$ cat src/rtl/reg_file_sb.sv
// Register file with two combinational read ports, a write-back port with
// same-cycle bypass, an immediate override on port 2 and a pending-write scoreboard.
module reg_file_sb #(
    parameter int DATA_W   = 16,
    parameter int ADDR_W   = 4,
    parameter int IMM_W    = 4,
    parameter int ZERO_REG = 0
) (
    input  logic              clk,
    input  logic              reset,
    input  logic [ADDR_W-1:0] i_read_add1,
    input  logic [ADDR_W-1:0] i_read_add2,
    input  logic              i_imm_sel,
    input  logic [IMM_W-1:0]  i_imm,
    input  logic              i_write_en,
    input  logic [ADDR_W-1:0] i_write_add,
    input  logic [DATA_W-1:0] i_write_data,
    input  logic              i_issue_en,
    input  logic [ADDR_W-1:0] i_issue_add,
    output logic [DATA_W-1:0] o_read_data1,
    output logic [DATA_W-1:0] o_read_data2,
    output logic              o_busy1,
    output logic              o_busy2,
    output logic [ADDR_W:0]   o_pending_cnt
);
    localparam int DEPTH = 2 ** ADDR_W;

    logic [DATA_W-1:0] regs_reg [DEPTH];
    logic [DEPTH-1:0]  pending_reg;
    logic [DEPTH-1:0]  pending_next;
    logic [ADDR_W:0]   cnt_reg;
    logic [ADDR_W:0]   cnt_next;

    logic write_ok;
    logic issue_ok;
    logic cnt_inc;
    logic cnt_dec;
    logic bypass1;
    logic bypass2;
    logic zero1;
    logic zero2;

    // With ZERO_REG set, any access targeting r0 is simply dropped.
    assign write_ok = i_write_en && !((ZERO_REG != 0) && (i_write_add == '0));
    assign issue_ok = i_issue_en && !((ZERO_REG != 0) && (i_issue_add == '0));

    // Issue beats write on the same entry: the newer producer owns the register.
    generate
        for (genvar gi = 0; gi < DEPTH; gi++) begin : g_pending
            assign pending_next[gi] =
                (issue_ok && (i_issue_add == ADDR_W'(gi))) ? 1'b1 :
                (write_ok && (i_write_add == ADDR_W'(gi))) ? 1'b0 :
                pending_reg[gi];
        end
    endgenerate

    assign cnt_inc  = issue_ok && !pending_reg[i_issue_add];
    assign cnt_dec  = write_ok && pending_reg[i_write_add] &&
                      !(issue_ok && (i_issue_add == i_write_add));
    assign cnt_next = cnt_reg + (ADDR_W + 1)'(cnt_inc) - (ADDR_W + 1)'(cnt_dec);

    always_ff @(posedge clk) begin
        if (reset) begin
            for (int i = 0; i < DEPTH; i++) begin
                regs_reg[i] <= '0;
            end
            pending_reg <= '0;
            cnt_reg     <= '0;
        end else begin
            if (write_ok) begin
                regs_reg[i_write_add] <= i_write_data;
            end
            pending_reg <= pending_next;
            cnt_reg     <= cnt_next;
        end
    end

    assign bypass1 = i_write_en && (i_write_add == i_read_add1);
    assign bypass2 = i_write_en && (i_write_add == i_read_add2);
    assign zero1   = (ZERO_REG != 0) && (i_read_add1 == '0);
    assign zero2   = (ZERO_REG != 0) && (i_read_add2 == '0);

    always_comb begin
        o_read_data1 = regs_reg[i_read_add1];
        o_busy1      = pending_reg[i_read_add1] && !bypass1;
        if (bypass1) begin
            o_read_data1 = i_write_data;
        end
        if (zero1) begin
            o_read_data1 = '0;
            o_busy1      = 1'b0;
        end
        if (reset) begin
            o_read_data1 = '0;
            o_busy1      = 1'b0;
        end
    end

    always_comb begin
        o_read_data2 = regs_reg[i_read_add2];
        o_busy2      = pending_reg[i_read_add2] && !bypass2;
        if (bypass2) begin
            o_read_data2 = i_write_data;
        end
        if (zero2) begin
            o_read_data2 = '0;
            o_busy2      = 1'b0;
        end
        if (i_imm_sel) begin
            o_read_data2 = DATA_W'(i_imm);
            o_busy2      = 1'b0;
        end
        if (reset) begin
            o_read_data2 = '0;
            o_busy2      = 1'b0;
        end
    end

    assign o_pending_cnt = cnt_reg;

endmodule

$ cat config.mk
export PLATFORM = sky130hd
export DESIGN_NAME = reg_file_sb
export DESIGN_NICKNAME = d
export VERILOG_FILES = /design/src/rtl/reg_file_sb.sv
export SDC_FILE = /design/constraint.sdc
export NUM_CORES = 1
export LEC_CHECK = 0
export CAP_MARGIN = 15
export CORE_MARGIN = 5
export CORE_UTILIZATION = 44
export CTS_CLUSTER_SIZE = 10
export DETAILED_ROUTE_END_ITERATION = 6
export PLACE_DENSITY = 0.68
export SYNTH_ARGS = -nofsm -noshare
export SYNTH_HDL_FRONTEND = slang
export SYNTH_SLANG_ARGS = --single-unit
$ cat constraint.sdc
create_clock -name clk -period 7 [get_ports clk]
set_input_delay 0.7 -clock clk [delete_from_list [all_inputs] [get_ports clk]]
set_output_delay 0.7 -clock clk [all_outputs]
set_load 0.02 [all_outputs]
==> impl_results.md <==
- Maximum clock path buffer count: 3
- FF+latch area: 8110 um^2
- First-pass GRT wire length: 64.1 mm
- Crit path largest cell delay: 860 ps
- Core ar.: 34500 um^2
- Netlist Area Pre-Place: 15400 um^2
- CP Capture Type: primary output
- CTS Sinks: 277
- Area grow syn2layout: 13.7%
- Die ar.: 38900 um^2
- Fillers: 2915
- Crit start category: input pin
- Initial Util: 44.7%
- Vias post-DR: 9782
- Synthesized flop and latch total: 277
- Wire per inst: 27.0 um
- Final min period: 4670 ps
- Critical path type: input pin to primary output
- Post-route ant nets: 0
- Setup bufs post-CTS: 0
- Critical Path, Cell by Cell: clkdlybuf4s50_1 -> xor2_1 -> nor4_1 -> and2_1 -> a22o_1 -> clkdlybuf4s50_1
- R2R Setup Slk: 3920 ps
- GR Util All Layers: 22.2%
- Max H-tree Level: 2
- Area of the multi-input gates: 6780 um^2
- IO buf count: 79
- Hold bufs inserted after CTS: 0
- Leading cell type in the layout, fill and taps excluded: and2_1
- Reg-to-Reg End: o_pending_cnt[4]
- CTS tree: built
- Initial detailed-routing violation count: 993
- Synth cell types: 40
- CP required: 6300 ps
- Crit-path max FO: 17
- CP Data Arrival Time: 3970 ps
- Post-DP HPWL: 27.6 mm
- RSZ-0062 raised after global routing: no
- Syn_nets: 1124
- Fin. max-slew vios: 0
- Start point of the critical path: i_write_add[1]
- IO Count: 80
- Worst Setup EP: o_read_data1[4]
- First drt pass iteration count: 5
- Layout cells sized above 1: 20.0%
- Root Buffer: clkbuf_16
- Largest net degree at the start of global routing: 47
- Vias per cell: 6.11
- Total Power: 0.00413 W
- PostCTS Resize Cnt: 0
- Fin area: 17500 um^2
- Vias in the first global route: 10000
- Dpl cell area: 16600 um^2
- Clock transition at the registers of the reported paths: 60 ps
- Cts bufs inserted: 34
- Cell row count: 68
- Fmax: 214 MHz
- Worst hold path class: flop to flop
- DP Cell Count: 1545
- Mean post-synth cell area: 14.3 um^2
- Setup violators final: 0
- Die Y: 197 um
- Worst vdd ir: 0.000148 V
- Total of max-cap violations: 0
- Final Skew: 9.23 ps
- Post-route clock period utilization: 66.7%
- Max reg flops: 256
- R2R cell count: 12
- Seq/Total Area, Yosys: 52.6%
- Fin util: 50.8%
- Mapped Cells: 1077
- Crit-path slowest cell: clkdlybuf4s50_1
- Setup TNS: 0 ps
- Least-Margin Pin Slew: 1070 ps
- Rel. slew slack: 28.0%
- Die outline width: 197 um
- RR Startpoint: pending_reg[2]
- Worst-Skew Late Latency: 510 ps
- Routed WL: 43.2 mm
- RD Place Congestion: 0.857
- Fin. Hold Viols: 0
- Lkg Pwr: 6.08 nW
- Grt total ovfl: 0
- Final std cells w/o fill: 1601
- Nets: 1174
- Initial antenna violation count: 0
- Yosys Warn Count: 0
- PD cells: 235 nW/um^2
- Status: finished, final reports clean
- Commonest non-fill, non-tap cells in the layout: and2_1 (266), edfxtp_1 (256), mux4_2 (148), clkdlybuf4s50_1 (75), a22oi_1 (64)
- # DRC: 0
- CP most frequent cell: clkdlybuf4s50_1
[worst min path at each step]
stage | to | cells past startpoint | from | slack [ps]
after floorplan | pending_reg[10] | 2 | pending_reg[10] | 460
after global placement | pending_reg[13] | 2 | pending_reg[13] | 490
after detailed placement | pending_reg[15] | 2 | pending_reg[15] | 510
after CTS | pending_reg[15] | 2 | pending_reg[15] | 520
after global routing | pending_reg[14] | 2 | pending_reg[14] | 540
final | pending_reg[9] | 2 | pending_reg[9] | 520
[critical path: cells and delay by family]
kind                   cells  cell delay [ps]
AND/OR/NAND/NOR            2             1070
AO/OA/AOI/OAI              1              350
XOR/XNOR                   1              350
buffers and inverters      2             1490
[power by group]
group	internal, W	leakage, nW	total [W]	switching, W
registers	0.00191	2.62	0.00196	0.0000526
clock network	0.000920	0.471	0.00158	0.000659
logic	0.000266	2.99	0.000588	0.000322
total	0.00310	6.08	0.00413	0.00103
[cell usage after synthesis (all sizes together)]
cell type	count	area [um^2]
xnor2	5	43.8
o21ai	13	65.1
nand2b	5	31.3
xor2	9	78.8
nor4b	1	15.0
dfxtp	21	420
fa	1	20.0
and3b	2	17.5
o22ai	3	18.8
clkbuf	49	184
inv	25	93.8
o32ai	1	8.76
nand3	5	25.0
nor3	6	30.0
and2b	1	7.51
buf	47	270
nor2b	10	62.6
nor4	4	46.3
a22o	28	245
nor2	18	70.1
nand2	49	184
edfxtp	256	7690
mux4	148	3330
ha	5	62.6
a22oi	64	480
a21oi	3	15.0
o21a	1	7.51
a21o	16	120
nand3b	3	22.5
nor3b	5	37.5
a221o	4	40.0
and2	266	1660
and3	3	18.8
[layout make-up]
class / instances / share of cell area [%]
antenna: 1 / 0.0143
clock buffer: 50 / 5.31
clock inverter: 4 / 0.242
inverter: 25 / 0.535
multi-input combinational: 679 / 38.7
sequential: 277 / 46.2
tap: 455 / 3.24
timing repair buffer: 110 / 5.79
[logic make-up (layout without fill, tap and decap cells)]
family,after synthesis,after routing,synth area share (%)
xor gates and xnor gates,14,14,0.795
DFF,277,277,52.6
adders and majority gates,6,6,0.535
buffers and inverters,121,189,3.55
other,0,1,0
AOI/OAI and AO/OA,133,133,6.49
muxes,148,148,21.6
and+or+nand+nor,378,378,14.5
[through the flow]
stage | hold slack [ps] | worst slack, ps
final | 518 | 2330
after global routing | 543 | 2280
after CTS | 518 | 2310
after detailed placement | 506 | 2300
after global placement | 490 | 2380
after floorplan | 461 | 3510
[layer usage]
metal | up-vias | GRT usage (%) | wire length, um | share of wire [%]
met5 | - | 0 | 0 | 0
met4 | 0 | 7.63 | 1390 | 3.2
met3 | 95 | 4.21 | 3390 | 7.9
met2 | 464 | 38.0 | 22000 | 51
met1 | 4993 | 28.7 | 16400 | 38
li1 | 4230 | - | - | -
Power figures use the tool's default switching activity.
